**src/rtl/mem_arbiter.sv**
```systemverilog
// mem_arbiter
//   Shares one single-ported synchronous RAM between two requesters using
//   round-robin arbitration. Each access walks IDLE -> ACCESS -> RESP, and
//   completion is reported to the owning requester as a one-cycle ack.
//
// Ports
//   clk        system clock, rising edge
//   reset      asynchronous, active-high reset
//   a_req      port A (CPU data side) request, held until a_ack
//   a_we       port A write enable (1 = store), sampled at grant
//   a_addr     port A address, sampled at grant
//   a_wdata    port A store data, sampled at grant
//   a_ack      port A one-cycle completion pulse
//   a_rdata    port A load result, held until the next port A load completes
//   b_*        identical set for port B (program loader / DMA side)
//   mem_en     RAM access enable
//   mem_we     RAM write enable, only ever high together with mem_en
//   mem_addr   RAM address
//   mem_wdata  RAM write data
//   mem_rdata  RAM read data, valid the cycle after a read enable
//   busy       high whenever an access is in flight (state != IDLE)
module mem_arbiter #(
  parameter int unsigned WORD_SIZE = 16,
  parameter int unsigned ADDR_SIZE = 16
) (
  input  logic                 clk,
  input  logic                 reset,
  input  logic                 a_req,
  input  logic                 a_we,
  input  logic [ADDR_SIZE-1:0] a_addr,
  input  logic [WORD_SIZE-1:0] a_wdata,
  output logic                 a_ack,
  output logic [WORD_SIZE-1:0] a_rdata,
  input  logic                 b_req,
  input  logic                 b_we,
  input  logic [ADDR_SIZE-1:0] b_addr,
  input  logic [WORD_SIZE-1:0] b_wdata,
  output logic                 b_ack,
  output logic [WORD_SIZE-1:0] b_rdata,
  output logic                 mem_en,
  output logic                 mem_we,
  output logic [ADDR_SIZE-1:0] mem_addr,
  output logic [WORD_SIZE-1:0] mem_wdata,
  input  logic [WORD_SIZE-1:0] mem_rdata,
  output logic                 busy
);

  typedef enum logic [1:0] {
    S_IDLE,
    S_ACCESS,
    S_RESP
  } state_t;

  typedef enum logic {
    PORT_A,
    PORT_B
  } port_t;

  state_t               state_q;
  port_t                sel_q;
  port_t                last_grant_q;
  logic [ADDR_SIZE-1:0] addr_q;
  logic [WORD_SIZE-1:0] wdata_q;
  logic                 we_q;
  logic                 a_ack_q;
  logic                 b_ack_q;
  logic [WORD_SIZE-1:0] a_rdata_q;
  logic [WORD_SIZE-1:0] b_rdata_q;

  logic                 elig_a;
  logic                 elig_b;
  logic                 grant_d;
  port_t                winner_d;

  // A port whose ack is high this cycle is still holding the req of the
  // access just completed, so it must not be granted again on that req.
  always_comb begin
    elig_a  = a_req & ~a_ack_q;
    elig_b  = b_req & ~b_ack_q;
    grant_d = elig_a | elig_b;
    if (elig_a && elig_b) begin
      winner_d = (last_grant_q == PORT_A) ? PORT_B : PORT_A;
    end else if (elig_b) begin
      winner_d = PORT_B;
    end else begin
      winner_d = PORT_A;
    end
  end

  always_ff @(posedge clk or posedge reset) begin
    if (reset) begin
      state_q      <= S_IDLE;
      sel_q        <= PORT_A;
      last_grant_q <= PORT_B;
      addr_q       <= '0;
      wdata_q      <= '0;
      we_q         <= 1'b0;
      a_ack_q      <= 1'b0;
      b_ack_q      <= 1'b0;
      a_rdata_q    <= '0;
      b_rdata_q    <= '0;
    end else begin
      a_ack_q <= 1'b0;
      b_ack_q <= 1'b0;
      case (state_q)
        S_IDLE: begin
          if (grant_d) begin
            sel_q        <= winner_d;
            last_grant_q <= winner_d;
            if (winner_d == PORT_B) begin
              addr_q  <= b_addr;
              wdata_q <= b_wdata;
              we_q    <= b_we;
            end else begin
              addr_q  <= a_addr;
              wdata_q <= a_wdata;
              we_q    <= a_we;
            end
            state_q <= S_ACCESS;
          end
        end
        S_ACCESS: begin
          state_q <= S_RESP;
        end
        S_RESP: begin
          if (sel_q == PORT_B) begin
            b_ack_q <= 1'b1;
            if (!we_q) begin
              b_rdata_q <= mem_rdata;
            end
          end else begin
            a_ack_q <= 1'b1;
            if (!we_q) begin
              a_rdata_q <= mem_rdata;
            end
          end
          state_q <= S_IDLE;
        end
        default: begin
          state_q <= S_IDLE;
        end
      endcase
    end
  end

  // RAM strobes are decoded from the state so that an asynchronous reset
  // drops mem_en in the same instant, abandoning the access.
  assign mem_en    = (state_q == S_ACCESS);
  assign mem_we    = (state_q == S_ACCESS) & we_q;
  assign mem_addr  = addr_q;
  assign mem_wdata = wdata_q;
  assign busy      = (state_q != S_IDLE);

  assign a_ack   = a_ack_q;
  assign b_ack   = b_ack_q;
  assign a_rdata = a_rdata_q;
  assign b_rdata = b_rdata_q;

endmodule

```
**config.mk**
```make
export PLATFORM = sky130hd
export DESIGN_NAME = mem_arbiter
export DESIGN_NICKNAME = d
export VERILOG_FILES = /design/src/rtl/mem_arbiter.sv
export SDC_FILE = /design/constraint.sdc
export NUM_CORES = 1
export LEC_CHECK = 0
export ABC_AREA = 0
export CAP_MARGIN = 20
export CORE_ASPECT_RATIO = 0.5
export CORE_MARGIN = 3
export CORE_UTILIZATION = 40
export DETAILED_ROUTE_END_ITERATION = 16
export PLACE_DENSITY = 0.82
export SYNTH_ARGS = -nofsm -noshare
export SYNTH_HDL_FRONTEND = slang
export SYNTH_SLANG_ARGS = --single-unit
```
**constraint.sdc**
```tcl
create_clock -name clk -period 6 [get_ports clk]
set_input_delay 1.2 -clock clk [delete_from_list [all_inputs] [get_ports clk]]
set_output_delay 1.2 -clock clk [all_outputs]
set_load 0.005 [all_outputs]
```
Word level (Yosys, flattened, before mapping):

Index checks and enable logic that the tools add are counted.

* flip-flop bits (word level): 71
* input port bits: 86
* output and inout bits: 69
* logic and storage cells: 39

* equal/unequal tests: 3
* multiplexer cells: 12
* bitwise gates (word level): 8
* reduce and logical (&&, ||, !) cells: 6

Operator list (count)
* 16-bit 2-to-1 mux: 2
* 1-bit 2-to-1 mux: 8
* 3-bit AND reduction: 2
* 1-bit inverter: 4
* 2-bit one-hot mux with 2 select lines: 1
* 1-bit bitwise AND: 3
* 2-bit by 1-bit == test with 1-bit output (second input constant): 1
* 2-bit == test (second input constant): 1
* 2-bit zero test: 1
* 2-bit 2-to-1 mux: 1
* 2-bit inequality test (second input constant): 1
* 2-bit AND reduction: 1
* 2-bit nonzero test: 1
* 1-bit logical AND: 1
* 1-bit bitwise OR: 1

Longest topological paths before layout:

Gate-level depths: netlist of the first run.

* word-level depth: 5
* gate-level depth with buffers: 6
* mapped depth without buffers: 4

Least setup slack after synthesis of the first run:

No wires, ideal clock.

* path type: input -> register
* start point: input a_req
* end point: register addr_q[0] (netlist: mem_addr[0])
* setup time: 0.131 ns
* data arrival time: 1.969 ns
* slack: 3.899 ns
* cell stages on the path: 5
* cells stage by stage: nand2b_1 buf_2 clkbuf_1 a221oi_1 a2bb2oi_2

* word-level cells in the longest chain between the ends: 4
* elaborated cells on any way between the ends: 6
* classes of those cells: mux: 2; bitwise: 2; reduce/logical: 2

RTL lines
* from (decl): line 28 `input logic a_req,`
* 1-bit bitwise AND *: line 78 `elig_a = a_req & ~a_ack_q;`
* 1-bit logical AND: line 81 `if (elig_a && elig_b) begin`
* 1-bit 2-to-1 mux: line 81
* 16-bit 2-to-1 mux: line 110 `if (winner_d == PORT_B) begin`
* to (signal assigned): line 111 `addr_q <= b_addr;`
* to (signal assigned): line 115 `addr_q <= a_addr;`
* to (decl): line 62 `logic [ADDR_SIZE-1:0] addr_q;`

Mark *: on every way between the ends. The rest lies on a longest branch, timed or not.
A chain may end at the register's enable or synchronous reset.

Final worst setup path of the first run:

* start point: register b_ack_q (netlist: b_ack)
* end point: output b_ack

RTL lines
* from (decl): line 66 `logic b_ack_q;`
* from (signal assigned): line 99 `b_ack_q <= 1'b0;`
* from (signal assigned): line 104 `b_ack_q <= 1'b0;`
* from (signal assigned): line 127 `b_ack_q <= 1'b1;`
* to (decl): line 38 `output logic b_ack,`

No word-level cell between the ends.

==> results of run 1 <==
==> power by group through the flow <==
stage	Sequential (mW)	Clock, mW	Combinational [mW]
after floorplan	0.890	0	0.783
after global placement	0.897	0	1.36
after detailed placement	0.905	0	1.38
after CTS	0.904	0.589	1.40
after global routing	0.934	0.610	1.49
final	0.903	0.577	1.39
==> cells by family after synthesis <==
kind of cell / share of synthesized area
AO/OA/AOI/OAI: 0.253
flip-flops: 0.472
AND/OR/NAND/NOR: 0.105
buffers and inverters: 0.0641
multiplexers: 0.106
==> flip-flops by register name, indices dropped and copies added (netlist names) <==
name and flops:
b_ack 1, a_rdata 16, a_ack 1, state_q 2, sel_q 1, last_grant_q 1
mem_addr 16, we_q 1, b_rdata 16, mem_wdata 16
==> placed cells by master, fill, tap and decap left out, types with 2 or more instances in the layout <==
master	n
a21o_1	2
a221oi_1	33
a2bb2oi_1	4
a2bb2oi_2	29
and3b_1	35
buf_4	6
bufinv_16	2
clkbuf_1	2
clkbuf_16	9
clkbuf_8	2
clkdlybuf4s50_1	154
dfrtp_1	70
mux2_2	21
mux2_4	10
nand2b_1	2
nor2b_1	2
o21ai_0	28
o21ai_1	5
==> worst min-delay path by stage <==
stage	end	cells after the start	slack [ns]
after floorplan	state_q[1]	1	0.45
after global placement	a_rdata[5]	1	0.47
after detailed placement	state_q[1]	1	0.49
after CTS	state_q[1]	1	0.49
after global routing	a_rdata[5]	1	0.52
final	state_q[1]	1	0.50
==> layout make-up <==
class / instances / area [um^2]
fillers: 693 / 3310
flip-flops and latches: 71 / 1780
multi-input cells: 181 / 1750
repair buffers: 161 / 1600
clock buffers: 13 / 260
well taps: 117 / 146
clock inverters: 3 / 65.1
inverters: 2 / 12.5
==> per-layer routing <==
| layer | track usage | part of all wire | up-vias |
|---|---|---|---|
| met3 | 0.0527 | 0.045 | 16 |
| met5 | 0 | 0 | - |
| met2 | 0.337 | 0.50 | 102 |
| met1 | 0.271 | 0.44 | 1572 |
| li1 | - | - | 1394 |
| met4 | 0.0689 | 0.018 | 0 |
==> run_results.csv, run 1 <==
group,metric,value,unit
run_status,status,"finished clean",
setup_path,critPathLaunch,"b_ack",
cells_and_area,fin_area,5610,um^2
drt,firstDrtPassIters,5,
clocking,cts_sinks,71,
sta,fin_ws,2.84,ns
clocking,cts.hold.buffers_added,0,
setup_path,arrival,1.96,ns
clocking,h-tree-depth,3,
global_routing,grt_start_max_net_pins,72,
setup_path,crit_type,"reg2out",
floorplanning,start_util,0.423,
drt,vias_per_cell,5.63,
cells_and_area,layout.cells.non_filler,548,
setup_path,crit_path_end,"b_ack",
setup_path,timing.rr.end,"mem_addr[4]",
drt,drc_errors,0,
sta,fin_worst_skew,0.00645,ns
place,dpl.cell_count,531,
pwr,combPwrFrac,0.484,
yosys,ys_seq_elements,71,
sta,worst_slew_margin_rel,0.368,
setup_path,path_delay_family,"flip-flops",
floorplanning,core,8920,um^2
setup_path,start_kind,"flop",
drt,wirelength,10.9,mm
setup_path,path_cells,"clkdlybuf4s50_1",
sta,setup_viol,0,
setup_path,required,4.80,ns
pwr,sw_frac_of_total,0.307,
yosys,synthTopCellsByArea,"dfrtp_1 (46%), a2bb2oi_2 (12%), and3b_1 (8.1%)",
place,gp_congestion,0.762,
min_path,hold_class,"reg2reg",
clocking,cts_made_buffers,9,
sta,grt_setup_unrepaired,"no",
floorplanning,io_pins,155,
floorplanning,die_y,74.6,um
cells_and_area,synthToLayoutAreaGrowth,48.9,%
yosys,synth_area,3770,um^2
setup_path,cp_max_fo,35,
floorplanning,dieArea,10700,um^2
clocking,postCtsSetupBuffers,0,
run,max-cap-violations,0,
clocking,postCtsResizedCells,0,
global_routing,grt_pass1_vias,3116,
clocking,clkSlewWorstSetupHoldPaths,0.06,ns
place,post_dp_cell_area,5280,um^2
setup_path,cp_slowest_stage_delay,0.96,ns
setup_path,r2r.worst_path.cells,4,
sta,max_freq,316,MHz
yosys,yosys_warnings,0,
clocking,cts_max_path_buffers,2,
yosys,ys_async_sr_fraction,1.00,
drt,detail-route-antenna-nets,0,
setup_path,r2r_start,"b_ack",
yosys,seq_area_frac_synth,0.472,
global_routing,grt_pass1_wl,17.2,mm
setup_path,crit_path_end_kind,"output port",
sta,hold_viol,0,
sta,fin_hold_ws,0.498,ns
clocking,cts_tree,"built",
yosys,synth_edf_count,0,
sta,period_share,0.527,
setup_path,r2r_setup_slack,3.37,ns
sta,worst_pin_slew,0.948,ns
cells_and_area,layout.nets,512,
drt,drt_iter0_markers,210,
yosys,synth_top_area_share,0.465,
global_routing,grt-ovfl-total,0,
pwr,vdd_drop_max,0.210,mV
pwr,p_int,1.99,mW
yosys,synth_flop_cell,"dfrtp_1",
pwr,p_seq_frac,0.315,
setup_path,crit_cells,1,
floorplanning,die_w,143,um
floorplanning,num_rows,24,
cells_and_area,final_util,0.629,
clocking,cts_root_buf,"clkbuf_16",
yosys,synth_cells,288,
cells_and_area,diodes,0,
pwr,power_density,511,nW/um^2
setup_path,worst_path_max_delay_cell,"dfrtp_1",
yosys,syn_nets,374,
min_path,min-delay-start,"state_q[1]",
clocking,clk_latency,0.32,ns
drt,vias,3084,
sta,finalSetupTns,0,ns
pwr,p_sw,0.880,mW
place,portBuffers,154,
cells_and_area,drive_gt1_frac,0.204,
global_routing,grt_use_total,0.205,
pwr,leakage,2.28,nW
sta,period_needed,3.16,ns
yosys,yosysUniqueCellTypes,29,
yosys,synth_top_area_cell,"dfrtp_1",
pwr,p_clk_frac,0.201,
global_routing,grt_antenna_before_repair,0,
yosys,synth_commonest_cells,"dfrtp_1 (70), and3b_1 (35), a221oi_1 (33)",
drt,wire_per_inst,19.8,um
yosys,synthMostInstantiatedCell,"dfrtp_1",
setup_path,worstPathBufferInverterCount,1,
place,dp_hpwl,7.00,mm
yosys,avgSynthCellArea,13.1,um^2
sta,drv_slew,0,
place,dp_slack,2.60,ns
pwr,power.total,2.87,mW
No activity file was read; power rests on OpenSTA's default activity.
==> run 2, diff against run 1 <==
Clock period 6 ns to 3.3 ns, I/O delays scaled along.
==> run 2 against run 1 <==
Effect of this change:
- sequential cell count unchanged
- clock power rose by 80%
- total power grew 81%
- setup slack worse by 1.8 ns
- design area up 0.25%
- combinational power grew 83%
- clock skew fell by 0.0018 ns
- count of clock-buffer cells in the layout down 4
- utilization is 0.15 points higher
- sequential share of layout area decreased by 0.078 points
- first-iteration DRC count grew 4.3%
- highest routed layer unchanged
==> run_results.csv, run 2 (synthesis gave the netlist of run 1 again) <==
group,metric,value,unit
place,dpl.cell_count,533,
cells_and_area,final_cell_mix,"clkdlybuf4s50_1 (154), dfrtp_1 (70), and3b_1 (35)",
sta,hold_viol,0,
pwr,p_int,3.58,mW
sta,fin_worst_skew,0.00464,ns
sta,setup_viol,0,
min_path,min_path_cells,1,
setup_path,worst_path_max_delay_cell,"clkdlybuf4s50_1",
setup_path,crit_path_end_kind,"output port",
drt,drc_errors,0,
drt,detail-route-antenna-nets,0,
clocking,postCtsResizedCells,0,
setup_path,timing.rr.end,"mem_wdata[15]",
drt,vias_per_cell,5.54,
sta,period_share,0.682,
drt,vias,3042,
place,portBuffers,154,
clocking,h-tree-depth,3,
pwr,sw_frac_of_total,0.311,
drt,wirelength,10.6,mm
floorplanning,io_pins,155,
sta,period_needed,2.25,ns
cells_and_area,layout.nets,513,
place,gp_congestion,0.790,
cells_and_area,layout.cells.non_filler,549,
min_path,hold_class,"reg2reg",
sta,max_freq,444,MHz
setup_path,r2r_start,"b_ack",
cells_and_area,synthToLayoutAreaGrowth,49.3,%
floorplanning,core,8920,um^2
cells_and_area,nFillCells,703,
pwr,p_seq_frac,0.310,
setup_path,arrival,1.59,ns
sta,drv_slew,0,
place,dp_slack,0.814,ns
sta,finalSetupTns,0,ns
global_routing,grt_start_max_net_pins,72,
clocking,clkSlewWorstSetupHoldPaths,0.06,ns
setup_path,path_cells,"nor2b_1 -> and2_1 -> clkdlybuf4s50_1",
global_routing,grt_pass1_vias,3148,
pwr,p_clk_frac,0.200,
setup_path,cp_slowest_stage_delay,0.52,ns
global_routing,grt_antenna_before_repair,0,
pwr,power_density,923,nW/um^2
setup_path,worstPathBufferInverterCount,1,
pwr,vdd_drop_max,0.396,mV
cells_and_area,layout_commonest_cell,"clkdlybuf4s50_1",
setup_path,cp_max_fo,5,
min_path,hold_path_end,"a_rdata[0]",
floorplanning,dieArea,10700,um^2
clocking,clk_latency,0.33,ns
floorplanning,die_y,74.6,um
drt,wire_per_inst,19.3,um
clocking,cts_root_buf,"clkbuf_16",
sta,worst_slew_margin_rel,0.433,
pwr,power.total,5.19,mW
setup_path,start_kind,"flop",
global_routing,grt_use_total,0.200,
pwr,leakage,2.28,nW
drt,drt_iter0_markers,219,
floorplanning,die_w,143,um
cells_and_area,diodes,0,
drt,firstDrtPassIters,4,
setup_path,required,2.64,ns
pwr,p_sw,1.61,mW
run,max-cap-violations,0,
clocking,cts_tree,"built",
clocking,cts_max_path_buffers,2,
run_status,status,"finished clean",
floorplanning,num_rows,24,
clocking,postCtsSetupBuffers,0,
global_routing,grt_pass1_wl,16.8,mm
global_routing,grt-ovfl-total,0,
setup_path,crit_type,"reg2out",
clocking,cts_made_buffers,9,
pwr,combPwrFrac,0.490,
min_path,min-delay-start,"a_rdata[0]",
floorplanning,start_util,0.423,
sta,grt_setup_unrepaired,"no",
sta,worst_pin_slew,0.848,ns
clocking,cts_sinks,71,
clocking,cts.hold.buffers_added,0,
setup_path,r2r_setup_slack,1.31,ns
setup_path,path_delay_family,"buffers and inverters",
setup_path,r2r.worst_path.cells,4,
cells_and_area,drive_gt1_frac,0.211,
place,dp_hpwl,7.15,mm
sta,fin_ws,1.05,ns
[run 2: power by group through the flow]
stage	Sequential, mW	Combinational [mW]	Clock (mW)
after floorplan	1.62	1.42	0
after global placement	1.60	2.52	0
after detailed placement	1.62	2.56	0
after CTS	1.61	2.57	1.06
after global routing	1.66	2.73	1.10
final	1.61	2.54	1.04
[run 2: per-stage QoR]
stage	hold slack, ns	util	instance area, um^2
global route	0.515	0.631	5630
finish	0.503	0.631	5630
floorplan	0.452	-	3770
CTS	0.508	0.631	5630
global placement	0.470	0.595	5300
detailed placement	0.495	0.595	5300
[run 2: worst max-delay path by stage]
stage               startpoint  slack [ns]  depth (start not counted)           end
global placement         b_req        0.81                          5   mem_addr[4]
global route        state_q[1]        0.98                          3        mem_we
finish              state_q[1]        1.05                          3        mem_we
CTS                 state_q[1]        1.03                          3        mem_we
floorplan                reset        0.85                          1         a_ack
detailed placement       a_req        0.81                          5  mem_wdata[4]
[run 2: worst register-to-register path, delay by kind of cell (launching register included)]
family	cells	cell delay, ns
AO/OA/AOI/OAI	2	0.49
buffers and inverters	1	0.38
AND/OR/NAND/NOR	1	0.48
flip-flops	1	0.50
[run 2: routing by layer]
metal  vias up  GRT usage  part of all wire
met1      1540      0.264              0.43
li1       1395          -                 -
met3        15     0.0431             0.042
met5         -          0                 0
met2        92      0.336              0.51
met4         0     0.0678             0.017
[run 2: area by class of cell]
class	count	area [um^2]	share of cell area
clock buffers	9	225	0.0400
clock inverters	7	97.6	0.0173
inverters	2	12.5	0.00222
multi-input cells	181	1750	0.311
flip-flops and latches	71	1780	0.316
well taps	117	146	0.0260
repair buffers	162	1610	0.287
==> run 3, diff against run 2 <==
Clock period 3.3 ns to 2.3 ns, I/O delays scaled along.
==> run 3 against run 2 <==
Effect of this change:
- combinational power rose by 46%
- via count increased by 1.3%
- setup slack worse by 0.85 ns
- die area is the same
- register-to-register slack got worse by 0.74 ns
- sequential share of layout area hardly changed
- worst hold slack got worse by 0.015 ns
- final cell count up 1.1%
- critical path depth unchanged
- largest power group unchanged
==> run_results.csv, run 3 (synthesis gave the netlist of run 1 again) <==
group,metric,value,unit
floorplanning,core,8920,um^2
drt,detail-route-antenna-nets,0,
pwr,power_density,1310,nW/um^2
cells_and_area,synthToLayoutAreaGrowth,49.2,%
sta,grt_setup_unrepaired,"no",
run_status,status,"finished clean",
cells_and_area,drive_gt1_frac,0.217,
floorplanning,start_util,0.423,
clocking,cts_made_buffers,9,
place,gp_congestion,0.753,
floorplanning,num_rows,24,
drt,drc_errors,0,
sta,fin_worst_skew,0.00334,ns
drt,wire_per_inst,19.5,um
setup_path,r2r_setup_slack,0.57,ns
setup_path,timing.rr.end,"b_rdata[10]",
setup_path,arrival,1.64,ns
clocking,postCtsSetupBuffers,0,
sta,worst_pin_slew,0.642,ns
floorplanning,die_y,74.6,um
sta,drv_slew,0,
clocking,clk_latency,0.33,ns
pwr,vdd_drop_max,0.610,mV
floorplanning,dieArea,10700,um^2
sta,setup_viol,0,
clocking,cts_max_path_buffers,2,
floorplanning,io_pins,155,
cells_and_area,layout.cells.non_filler,555,
run,max-cap-violations,0,
setup_path,start_kind,"flop",
cells_and_area,nFillCells,701,
drt,vias,3081,
cells_and_area,diodes,0,
sta,max_freq,476,MHz
setup_path,cp_max_fo,5,
sta,period_needed,2.10,ns
setup_path,path_cells,"nor2b_1 -> and2_1 -> clkdlybuf4s50_1",
sta,finalSetupTns,0,ns
clocking,clkSlewWorstSetupHoldPaths,0.05,ns
clocking,postCtsResizedCells,0,
pwr,leakage,2.29,nW
setup_path,r2r_start,"state_q[0]",
drt,wirelength,10.8,mm
clocking,cts_root_buf,"clkbuf_16",
cells_and_area,final_cell_mix,"clkdlybuf4s50_1 (154), dfrtp_1 (70), and3b_1 (35)",
setup_path,crit_type,"reg2out",
global_routing,grt_start_max_net_pins,48,
global_routing,grt-ovfl-total,0,
setup_path,cp_slowest_stage_delay,0.52,ns
sta,worst_slew_margin_rel,0.571,
setup_path,crit_path_end_kind,"output port",
clocking,cts_tree,"built",
clocking,cts_sinks,71,
setup_path,critPathLaunch,"state_q[1]",
sta,period_share,0.914,
place,portBuffers,154,
place,dp_hpwl,7.47,mm
cells_and_area,layout_commonest_cell,"clkdlybuf4s50_1",
drt,drt_iter0_markers,182,
place,post_dp_cell_area,5340,um^2
clocking,cts.hold.buffers_added,0,
drt,vias_per_cell,5.55,
place,dpl.cell_count,540,
global_routing,grt_antenna_before_repair,0,
global_routing,grt_pass1_wl,16.6,mm
floorplanning,die_w,143,um
min_path,hold_class,"reg2reg",
setup_path,crit_path_end,"mem_we",
sta,hold_viol,0,
global_routing,grt_pass1_vias,3140,
cells_and_area,fin_area,5620,um^2
drt,firstDrtPassIters,5,
clocking,h-tree-depth,3,
global_routing,grt_use_total,0.202,
setup_path,worst_path_max_delay_cell,"clkdlybuf4s50_1",
setup_path,required,1.84,ns
cells_and_area,layout.nets,520,
setup_path,r2r.worst_path.cells,3,
==> run 3: cell count changes in the layout (fill, tap and decap cells not counted), sizes merged <==
cell	before	now
clkinvlp	2	1
clkbuf	9	11
bufinv	2	1
buf	8	15
clkinv	4	3
==> run 3: worst min path at each step <==
stage                start          end  slack, ns  cells past startpoint
2_1_floorplan   state_q[1]   state_q[1]       0.45                      1
3_3_place_gp    a_rdata[5]   a_rdata[5]       0.47                      1
5_1_grt        a_rdata[15]  a_rdata[15]       0.52                      1
4_1_cts         a_rdata[5]   a_rdata[5]       0.49                      1
3_5_place_dp    a_rdata[5]   a_rdata[5]       0.48                      1
6_report        a_rdata[5]   a_rdata[5]       0.49                      1
==> run 3: metal layers <==
metal	share of wire	track usage	wire length, um
met5	0	0	0
met4	0.021	0.0741	231
met3	0.050	0.0501	536
met2	0.51	0.342	5490
met1	0.42	0.257	4560
==> run 3: per-stage QoR <==
stage | hold slack (ns) | power [mW] | setup slack [ns] | utilization
after global routing | 0.525 | 7.79 | 0.129 | 0.630
after floorplan | 0.452 | 4.36 | 0.0451 | -
after detailed placement | 0.479 | 6.05 | 0.336 | 0.599
after global placement | 0.472 | 5.97 | 0.386 | 0.599
final | 0.488 | 7.36 | 0.198 | 0.630
after CTS | 0.492 | 7.43 | 0.187 | 0.630
==> run 3: cell type report <==
type                    instances  area [um^2]  area share
clock buffers                  11          233      0.0414
clock inverters                 4         47.5     0.00846
inverters                       2         12.5     0.00223
multi-input cells             181         1750       0.312
flip-flops and latches         71         1780       0.316
well taps                     117          146      0.0260
repair buffers                169         1650       0.294
==> run 3: critical path: cells and delay by family, from the launching register on <==
kind	cells	cell delay, ns
flops	1	0.41
simple gates	2	0.38
buf+inv	1	0.52
==> run 3: where the power goes <==
group | internal [mW] | switching, mW
logic | 2.34 | 1.37
clock network | 0.830 | 0.509
registers | 1.88 | 0.434
total | 5.05 | 2.31
